[src/rtl/muldiv_hilo_ctrl_pkg.sv]
// muldiv_hilo_ctrl_pkg
//   Types and constants for the HI/LO multiply/divide controller:
//   - MD_* opcode encoding driven by the decoder into EX
//   - controller state encoding
//   - divider iteration count and counter width
//   - absIf(): conditional two's-complement magnitude used when latching
//     signed divide operands
package muldiv_hilo_ctrl_pkg;

  localparam int OP_W      = 3;
  localparam int DIV_ITERS = 32;
  localparam int CNT_W     = 5;

  typedef enum logic [OP_W-1:0] {
    MD_MULT  = 3'd0,
    MD_MULTU = 3'd1,
    MD_DIV   = 3'd2,
    MD_DIVU  = 3'd3,
    MD_MTHI  = 3'd4,
    MD_MTLO  = 3'd5
  } mdOp_t;

  typedef enum logic [1:0] {
    ST_IDLE = 2'd0,
    ST_MUL  = 2'd1,
    ST_DIV  = 2'd2,
    ST_DONE = 2'd3
  } mdState_t;

  // Magnitude of v when en is set and v is negative; v unchanged otherwise.
  // 0x80000000 maps to itself, which reads correctly as an unsigned 2^31.
  function automatic logic [31:0] absIf(input logic [31:0] v, input logic en);
    return (en && v[31]) ? 32'(-v) : v;
  endfunction

endpackage

[src/rtl/muldiv_hilo_ctrl_if.sv]
// muldiv_hilo_ctrl_if
//   EX-stage <-> HI/LO controller signal bundle.
//   master (pipeline): drives start, op, src_a, src_b, flush;
//                      sees busy (stall), done (commit pulse), hi, lo.
//   slave (controller): the reverse.
interface muldiv_hilo_ctrl_if;
  import muldiv_hilo_ctrl_pkg::*;

  logic            start;
  logic [OP_W-1:0] op;
  logic [31:0]     src_a;
  logic [31:0]     src_b;
  logic            flush;
  logic            busy;
  logic            done;
  logic [31:0]     hi;
  logic [31:0]     lo;

  modport master (output start, op, src_a, src_b, flush,
                  input  busy, done, hi, lo);
  modport slave  (input  start, op, src_a, src_b, flush,
                  output busy, done, hi, lo);
endinterface

[src/rtl/muldiv_hilo_ctrl_div_iter_step.sv]
// div_iter_step
//   One combinational restoring-divide step.
//   remIn   : partial remainder (always < divisor on entry)
//   quoIn   : dividend bits still to shift in (MSB first) with quotient
//             bits accumulating at the bottom
//   divisor : divisor magnitude
//   remOut  : next partial remainder
//   quoOut  : quoIn shifted left with the new quotient bit at bit 0
module div_iter_step (
  input  logic [31:0] remIn,
  input  logic [31:0] quoIn,
  input  logic [31:0] divisor,
  output logic [31:0] remOut,
  output logic [31:0] quoOut
);
  // Shifted remainder needs 33 bits; trial[32] is the borrow out.
  logic [32:0] shifted;
  logic [32:0] trial;

  assign shifted = {remIn, quoIn[31]};
  assign trial   = shifted - {1'b0, divisor};
  assign remOut  = trial[32] ? shifted[31:0] : trial[31:0];
  assign quoOut  = {quoIn[30:0], ~trial[32]};
endmodule

[src/rtl/muldiv_hilo_ctrl.sv]
// muldiv_hilo_ctrl
//   Owns HI/LO and sequences MULT, MULTU, DIV, DIVU, MTHI, MTLO from EX.
//   Ports:
//     clk, rst : clock, asynchronous active-high reset
//     bus      : muldiv_hilo_ctrl_if.slave (start, op, src_a, src_b, flush
//                in; busy, done, hi, lo out)
//   Parameter MUL_LAT (1..15): cycles spent in the MUL state.
//   Build option MD_DIV0_FAST_EN: when defined, a divide by zero skips the
//   iterations and commits hi = src_a, lo = 0xFFFFFFFF on the next cycle.
//   When undefined it runs full length and leaves HI/LO untouched.
module muldiv_hilo_ctrl
  import muldiv_hilo_ctrl_pkg::*;
#(
  parameter int MUL_LAT = 2
) (
  input logic               clk,
  input logic               rst,
  muldiv_hilo_ctrl_if.slave bus
);

  mdState_t         stateReg, stateNext;
  mdOp_t            opIn;
  logic [CNT_W-1:0] cntReg;
  logic [31:0]      opAReg;   // multiplicand, or dividend/quotient shifter
  logic [31:0]      opBReg;   // multiplier, or divisor magnitude
  logic [31:0]      remReg;
  logic [31:0]      hiReg, loReg;
  logic             mulSignedReg, quoNegReg, remNegReg, divZeroReg;

  logic             accept, isMul, isDiv, isSignedDiv, srcBZero, fastDiv0;
  logic [31:0]      stepRem, stepQuo, quoFinal, remFinal;
  logic [63:0]      product;

  assign opIn        = mdOp_t'(bus.op);
  assign accept      = bus.start & ~bus.flush;
  assign isMul       = (opIn == MD_MULT) || (opIn == MD_MULTU);
  assign isDiv       = (opIn == MD_DIV) || (opIn == MD_DIVU);
  assign isSignedDiv = (opIn == MD_DIV);
  assign srcBZero    = (bus.src_b == 32'd0);

`ifdef MD_DIV0_FAST_EN
  assign fastDiv0 = isDiv & srcBZero;
`else
  assign fastDiv0 = 1'b0;
`endif

  // ---------------- state register ----------------
  always_ff @(posedge clk or posedge rst) begin
    if (rst) stateReg <= ST_IDLE;
    else     stateReg <= stateNext;
  end

  // ---------------- next state ----------------
  always_comb begin
    stateNext = stateReg;
    case (stateReg)
      ST_IDLE: begin
        if (accept) begin
          if (isMul)      stateNext = ST_MUL;
          else if (isDiv) stateNext = fastDiv0 ? ST_DONE : ST_DIV;
        end
      end
      ST_MUL:  if (cntReg == '0) stateNext = ST_DONE;
      ST_DIV:  if (cntReg == '0) stateNext = ST_DONE;
      ST_DONE: stateNext = ST_IDLE;   // start here is the same instruction leaving
      default: stateNext = ST_IDLE;
    endcase
    if (bus.flush) stateNext = ST_IDLE;
  end

  // ---------------- outputs ----------------
  always_comb begin
    bus.busy = 1'b0;
    bus.done = 1'b0;
    case (stateReg)
      ST_IDLE:         bus.busy = accept & (isMul | isDiv);
      ST_MUL, ST_DIV:  bus.busy = 1'b1;
      ST_DONE:         bus.done = ~bus.flush;
      default: ;
    endcase
  end

  assign bus.hi = hiReg;
  assign bus.lo = loReg;

  // ---------------- datapath ----------------
  div_iter_step uStep (
    .remIn   (remReg),
    .quoIn   (opAReg),
    .divisor (opBReg),
    .remOut  (stepRem),
    .quoOut  (stepQuo)
  );

  // Sign-extending only for MULT lets one 64x64 multiply (low half kept)
  // serve both signed and unsigned products.
  assign product  = {{32{mulSignedReg & opAReg[31]}}, opAReg}
                  * {{32{mulSignedReg & opBReg[31]}}, opBReg};
  assign quoFinal = quoNegReg ? 32'(-stepQuo) : stepQuo;
  assign remFinal = remNegReg ? 32'(-stepRem) : stepRem;

  always_ff @(posedge clk or posedge rst) begin
    if (rst) begin
      cntReg       <= '0;
      opAReg       <= '0;
      opBReg       <= '0;
      remReg       <= '0;
      hiReg        <= '0;
      loReg        <= '0;
      mulSignedReg <= 1'b0;
      quoNegReg    <= 1'b0;
      remNegReg    <= 1'b0;
      divZeroReg   <= 1'b0;
    end else if (!bus.flush) begin
      case (stateReg)
        ST_IDLE: begin
          if (bus.start) begin
            case (opIn)
              MD_MULT, MD_MULTU: begin
                opAReg       <= bus.src_a;
                opBReg       <= bus.src_b;
                mulSignedReg <= (opIn == MD_MULT);
                cntReg       <= CNT_W'(MUL_LAT - 1);
              end
              MD_DIV, MD_DIVU: begin
                opAReg     <= absIf(bus.src_a, isSignedDiv);
                opBReg     <= absIf(bus.src_b, isSignedDiv);
                remReg     <= '0;
                quoNegReg  <= isSignedDiv & (bus.src_a[31] ^ bus.src_b[31]);
                remNegReg  <= isSignedDiv & bus.src_a[31];
                divZeroReg <= srcBZero;
                cntReg     <= CNT_W'(DIV_ITERS - 1);
                if (fastDiv0) begin
                  hiReg <= bus.src_a;
                  loReg <= '1;
                end
              end
              MD_MTHI: hiReg <= bus.src_a;
              MD_MTLO: loReg <= bus.src_a;
              default: ;
            endcase
          end
        end
        ST_MUL: begin
          cntReg <= cntReg - 1'b1;
          if (cntReg == '0) {hiReg, loReg} <= product;
        end
        ST_DIV: begin
          cntReg <= cntReg - 1'b1;
          remReg <= stepRem;
          opAReg <= stepQuo;
          // The last step's result is committed straight from the step logic.
          if (cntReg == '0 && !divZeroReg) begin
            hiReg <= remFinal;
            loReg <= quoFinal;
          end
        end
        default: ;
      endcase
    end
  end

endmodule

[src/flat_wrapper.sv]
// flat-port wrapper written by rule: the top's interface ports become plain ports
module muldiv_hilo_ctrl_flat import muldiv_hilo_ctrl_pkg::*;
#(
  parameter int MUL_LAT = 2
)
  (clk, rst, bus_start, bus_op, bus_src_a, bus_src_b, bus_flush, bus_busy, bus_done, bus_hi, bus_lo);
  muldiv_hilo_ctrl_if bus_i ();
  input logic clk;
  input logic rst;
  input wire logic [$bits(bus_i.start)-1:0] bus_start;
  input wire logic [$bits(bus_i.op)-1:0] bus_op;
  input wire logic [$bits(bus_i.src_a)-1:0] bus_src_a;
  input wire logic [$bits(bus_i.src_b)-1:0] bus_src_b;
  input wire logic [$bits(bus_i.flush)-1:0] bus_flush;
  output wire logic [$bits(bus_i.busy)-1:0] bus_busy;
  output wire logic [$bits(bus_i.done)-1:0] bus_done;
  output wire logic [$bits(bus_i.hi)-1:0] bus_hi;
  output wire logic [$bits(bus_i.lo)-1:0] bus_lo;
  assign bus_i.start = bus_start;
  assign bus_i.op = bus_op;
  assign bus_i.src_a = bus_src_a;
  assign bus_i.src_b = bus_src_b;
  assign bus_i.flush = bus_flush;
  assign bus_busy = bus_i.busy;
  assign bus_done = bus_i.done;
  assign bus_hi = bus_i.hi;
  assign bus_lo = bus_i.lo;
  muldiv_hilo_ctrl #(.MUL_LAT(MUL_LAT)) u_core (.clk(clk), .rst(rst), .bus(bus_i));
endmodule
[config.mk]
export PLATFORM = sky130hd
export DESIGN_NAME = muldiv_hilo_ctrl_flat
export DESIGN_NICKNAME = d
export VERILOG_FILES = /design/src/rtl/muldiv_hilo_ctrl_pkg.sv /design/src/rtl/muldiv_hilo_ctrl_if.sv /design/src/rtl/muldiv_hilo_ctrl_div_iter_step.sv /design/src/rtl/muldiv_hilo_ctrl.sv /design/src/flat_wrapper.sv
export SDC_FILE = /design/constraint.sdc
export NUM_CORES = 2
export LEC_CHECK = 0
export BUFFER_PORTS_ARGS = -buffer_cell sky130_fd_sc_hd__buf_2
export CAP_MARGIN = 20
export CORE_MARGIN = 3
export CORE_UTILIZATION = 37
export CTS_BUF_LIST = sky130_fd_sc_hd__clkbuf_8
export DETAILED_ROUTE_END_ITERATION = 10
export PLACE_DENSITY = 0.6
export SLEW_MARGIN = 0
export SYNTH_ARGS = -nofsm -noshare
export SYNTH_HDL_FRONTEND = slang
export SYNTH_SLANG_ARGS = --single-unit
export TNS_END_PERCENT = 1
[constraint.sdc]
create_clock -name clk -period 11 [get_ports clk]
set_clock_uncertainty 0.05 [all_clocks]
set_input_delay 1.1 -clock clk [delete_from_list [all_inputs] [get_ports clk]]
set_output_delay 1.1 -clock clk [all_outputs]
set_load 0.05 [all_outputs]
# After elaboration in Yosys (flattened, before gate mapping)
# Cells that the tools add are included.
# totals
ff_bits	171
inputBits	71
out_inout_bits	66
wordCells	105
# classes
add_sub_neg	6
mul	1
eq_ne	18
n_mux	33
bitwise	10
reduce_logical	26
# op_table
operator	count
32-bit 2-to-1 mux	16
32-bit case mux with 2 select lines	4
32-bit case mux with 3 select lines	2
32-bit negator	4
33-bit by 33-bit multiplier with 64-bit output	1
33-bit by 32-bit subtractor with 33-bit output	1
32-bit zero test	1
4-bit AND reduction	6
5-bit case mux with 2 select lines	2
6-bit AND reduction	2
2-bit 2-to-1 mux	5
2-bit != test (second input constant)	4
1-bit AND	6
3-bit by 2-bit == test with 1-bit output (second input constant)	2
3-bit == test (second input constant)	2
2-bit case mux with 3 select lines	1
2-bit nonzero test	3
2-bit OR reduction	3
5-bit zero test	1
5-bit 2-to-1 mux	1
5-bit by 1-bit subtractor with 5-bit output (second input constant)	1
2-bit == test (second input constant)	2
2-bit by 1-bit != test with 1-bit output (second input constant)	2
4-bit by 2-bit != test with 1-bit output (second input constant)	1
17 further kinds	21

# Longest topological paths before layout
# depth
depth_word	7
ltp_mapped	32
mapped_depth_nobuf	30

# Hierarchy
# Synthesis repeated with hierarchy kept, for this count alone.
# unflattened
cells_unflattened	5822
area_unflattened_um2	51142.8
# by_module_without_submodules
mod	n_inst	cells_each	area_per_inst_um2	seq_area_each_um2
muldiv_hilo_ctrl	1	5486	48551.6	4279.1
div_iter_step	1	336	2591.2	0.0

# Worst setup path before layout
# OpenSTA, ideal clock, no wires.
# synth_path
path_type	flip-flop to flip-flop
from	reg u_core.opAReg[22]
to	reg u_core.hiReg[12] (netlist: u_core.bus.hi[12])
t_arrival_ns	8.187
required_time_ns	10.813
slack_ns	2.626
stages_incl_launch_ff	31
synth_period_minus_slack_ns	8.374
cell_sequence	dfrtp_1 clkbuf_1 clkbuf_1 and2_1 fa_1 inv_1 fa_1 inv_1 fa_1 inv_1 fa_1 fa_1 inv_1 fa_1 fa_1 inv_1 fa_1 inv_1 ha_1 a21o_1 a21o_1 a2111oi_0 nor2_1 a211oi_1 a21oi_1 o31a_1 a31o_2 a221oi_1 xnor2_1 a221oi_1 a211oi_1
# synth_between
elab_chain_cells	3
# synth_rtl
item	line_no	text
start: declaration	muldiv_hilo_ctrl.sv:24	logic [31:0] opAReg;
start signal: assignment	muldiv_hilo_ctrl.sv:120	opAReg <= bus.src_a;
start signal: assignment	muldiv_hilo_ctrl.sv:126	opAReg <= absIf(bus.src_a, isSignedDiv);
start signal: assignment	muldiv_hilo_ctrl.sv:151	opAReg <= stepQuo;
33-bit by 33-bit multiplier with 64-bit output	muldiv_hilo_ctrl.sv:98	* {{32{mulSignedReg & opBReg[31]}}, opBReg};
32-bit 2-to-1 mux	muldiv_hilo_ctrl.sv:146	if (cntReg == '0) {hiReg, loReg} <= product;
32-bit case mux with 3 select lines	muldiv_hilo_ctrl.sv:115	case (stateReg)
end signal: assignment	muldiv_hilo_ctrl.sv:134	hiReg <= bus.src_a;
end signal: assignment	muldiv_hilo_ctrl.sv:146	
end signal: assignment	muldiv_hilo_ctrl.sv:154	hiReg <= remFinal;
end: declaration	muldiv_hilo_ctrl.sv:27	logic [31:0] hiReg, loReg;
# Every way passes these cells. The select of a mux whose other input is x is not followed.
# A chain may end at the register's enable or synchronous reset.

# Final worst setup path
# layout_path
from	reg u_core.opAReg[31]
to	reg u_core.hiReg[28] (netlist: u_core.bus.hi[28])
# layout_between
elab_chain_cells	6
elab_cells_between_ends	9
# layout_rtl
item	line_no	text
33-bit by 32-bit subtractor with 33-bit output	muldiv_hilo_ctrl_div_iter_step.sv:21	assign trial = shifted - {1'b0, divisor};
32-bit 2-to-1 mux	muldiv_hilo_ctrl_div_iter_step.sv:22	assign remOut = trial[32] ? shifted[31:0] : trial[31:0];
32-bit negator	muldiv_hilo_ctrl.sv:100	assign remFinal = remNegReg ? 32'(-stepRem) : stepRem;
32-bit 2-to-1 mux	muldiv_hilo_ctrl.sv:100	
32-bit 2-to-1 mux	muldiv_hilo_ctrl.sv:153	if (cntReg == '0 && !divZeroReg) begin
32-bit case mux with 3 select lines *	muldiv_hilo_ctrl.sv:115	
# Mark *: on every way between the ends. The rest lies on a longest branch, timed or not. The select of a mux whose other input is x is not followed.

==> reports/qor.yml <==
status: "complete, no violations"
rr_worst_depth: 25
num_io_pins: 137
layout_common_cells: "inv_1 (1,191), fa_1 (1,126), nand2_1 (960), and2_1 (325), ha_1 (254)"
synth_nets: 7302
path_class: "register to register"
overflow: 0
yosysSeqAreaShare_pct: 8.400
gp_congestion: 0.9494
rsz0062_at_grt: "false"
timing.final.hold_violations: 0
syn2layout_area_growth_pct: 5.725
timing.rr.start: "u_core.opAReg[31]"
synth_edf_count: 0
cts_tree: "done"
die_w_um: 377.1
hold-path-cell-count: 2
slew_violations: 0
min_path_type: "register to register"
fp.coreArea_mm2: 0.1361
tns_ns: 0
rows: 135
cts-resized-gates: 0
tightest_slew_ns: 1.127
port-buffer-count: 136
max_freq_mhz: 101.9
ys_types: 82
async_flop_share_pct: 100.0
synth_top_flop_cell: "dfrtp_1"
rrSetupSlack_ns: 1.19
dieHeight_um: 377.1
cts_htree_levels: 4
dp_slack_ns: 1.323
whs_endpoint: "u_core.bus.hi[15]"
setup_violations: 0
hpwl_um: 137500
ys_seq_elements: 171
yosys_warnings: 0
postSynthCellCount: 5848
slew_headroom_pct: 24.89
nets: 7210
grt_max_degree: 121
fin_crit_ns: 9.809
first_pass_iters: 6
cp-end-kind: "register"
fill_cells: 13790
reg2reg_to: "u_core.bus.hi[28]"
cts_buffers: 17
drt_iter0_drc: 3379
busiest_layer: "met2"
drive_gt1_share_pct: 5.616
syn_area_mm2: 0.05094
grt_pass1_wl_um: 256100
final_area_mm2: 0.05386
wirelength_um: 165800
met2_usage_pct: 39.61
critPathMaxFanout: 13
drc: 0
ant_nets: 0
layout_setup_ws_ns: 1.191
min_from: "u_core.bus.hi[15]"
via_per_inst: 5.307
clkLatencyLatePin_ns: 0.58
gr-usage-met3_pct: 3.890
grt_pass1_vias: 41930
drv_cap: 0
post-route-period-util_pct: 89.18
cp.arrival_ns: 10.27
cts_num_sinks: 171
postSynthAreaPerCell_um2: 8.711
grt_usage_pct: 23.75
die_area_mm2: 0.1422
vias: 40070
hold_buffers: 0
cts.clk_slew.worst_paths_ns: 0.12
initial_utilization_pct: 37.42
post_cts_buffers: 0
avgRoutedWirePerCell_um: 21.95
final_common_cell: "inv_1"
cts_buffer_depth: 2
crit_path_start_kind: "register"
dpl-instance-area_mm2: 0.05339
gr-usage-met1_pct: 31.39
cts_root_buf: "clkbuf_8"
antenna_found_initial: 10
required_ns: 11.46
==> logic make-up after synthesis <==
logic type | Yosys count | synth area share, %
buf+inv | 1549 | 11.45
flops | 171 | 8.400
fa+ha+maj | 1383 | 50.56
compound gates | 730 | 9.228
mux | 40 | 0.8130
simple gates | 1763 | 15.90
xor+xnor | 212 | 3.645
==> how the worst max path moves through the flow <==
stage | startpoint | end | slack, ns | depth (start not counted)
finish | u_core.opAReg[31] | u_core.bus.hi[28] | 1.19 | 25
global route | u_core.opAReg[31] | u_core.bus.hi[22] | 0.86 | 25
CTS | u_core.opAReg[31] | u_core.bus.hi[28] | 1.29 | 25
detailed placement | u_core.opAReg[31] | u_core.bus.hi[28] | 1.32 | 25
global placement | u_core.opAReg[31] | u_core.bus.hi[28] | 1.36 | 25
floorplan | u_core.opAReg[22] | u_core.bus.hi[12] | 2.63 | 30
==> per-stage QoR <==
| stage | utilization [%] | hold slack (ns) | std cells |
|---|---|---|---|
| finish | 39.56 | 0.4393 | 7551 |
| global route | 39.56 | 0.4649 | 7551 |
| CTS | 39.54 | 0.4424 | 7549 |
| detailed placement | 39.22 | 0.4160 | 7517 |
| global placement | 39.20 | 0.4090 | 7516 |
| floorplan | - | 0.3939 | 5848 |
==> critical path, cell delays in order, from the launching register on <==
cell and delay, ns:
dfrtp_1 0.42, and2_1 0.82, nand2_1 0.22, inv_1 0.18, fa_1 0.50, fa_1 0.64, fa_1 0.52, inv_1 0.53
fa_1 0.52, inv_1 0.09, fa_1 0.44, fa_1 0.58, fa_1 0.53, inv_1 0.05, fa_1 0.47, inv_1 0.05
ha_1 0.44, and3_1 0.30, nand4_1 0.14, o311ai_0 0.81, nand3b_1 0.34, and2_1 0.30, o31ai_1 0.30, xor2_1 0.24
a21oi_1 0.10, a31oi_1 0.16
==> sequential cells by signal (all words and copies together), names as in the netlist <==
name	flops
u_core.bus.hi	32
u_core.bus.lo	32
u_core.opAReg	32
u_core.opBReg	32
u_core.remReg	32
u_core.cntReg	5
u_core.stateReg	2
u_core.divZeroReg	1
u_core.mulSignedReg	1
u_core.quoNegReg	1
u_core.remNegReg	1
==> cell usage after synthesis, types with 28 or more instances <==
cell / count / area [um^2]
inv_1: 1191 / 4471
fa_1: 1126 / 22540
nand2_1: 960 / 3603
and2_1: 326 / 2039
clkbuf_1: 301 / 1130
ha_1: 257 / 3216
nor2_1: 210 / 788.3
o21ai_0: 199 / 996.0
a21oi_1: 181 / 905.9
dfrtp_1: 171 / 4279
xnor2_1: 122 / 1069
xor2_1: 90 / 788.3
o31ai_1: 67 / 503.0
a21o_1: 56 / 420.4
a221oi_1: 49 / 429.2
buf_1: 44 / 165.2
nor3_1: 42 / 210.2
and3_1: 34 / 212.7
nand3_1: 33 / 165.2
mux2i_1: 29 / 290.3
or3_1: 28 / 175.2
==> metal layers <==
layer	part of all wire, %	vias to the layer above
met5	0.0078	-
met4	3.9	2
met3	7.0	263
met2	48	1483
met1	41	20750
li1	-	17570
==> layout make-up <==
cell class	instances	area (um^2)	share of cell area, %
timing repair buffer	245	1564	2.904
multi-input combinational	4128	40860	75.87
antenna	1	2.502	0.004646
sequential	171	4279	7.945
clock buffer	17	234.0	0.4344
clock inverter	15	201.4	0.3740
tap	1781	2228	4.138
inverter	1193	4486	8.328
Power is not shown: default switching activity piles up to over one toggle a cycle in this logic, so the estimate is an artifact.
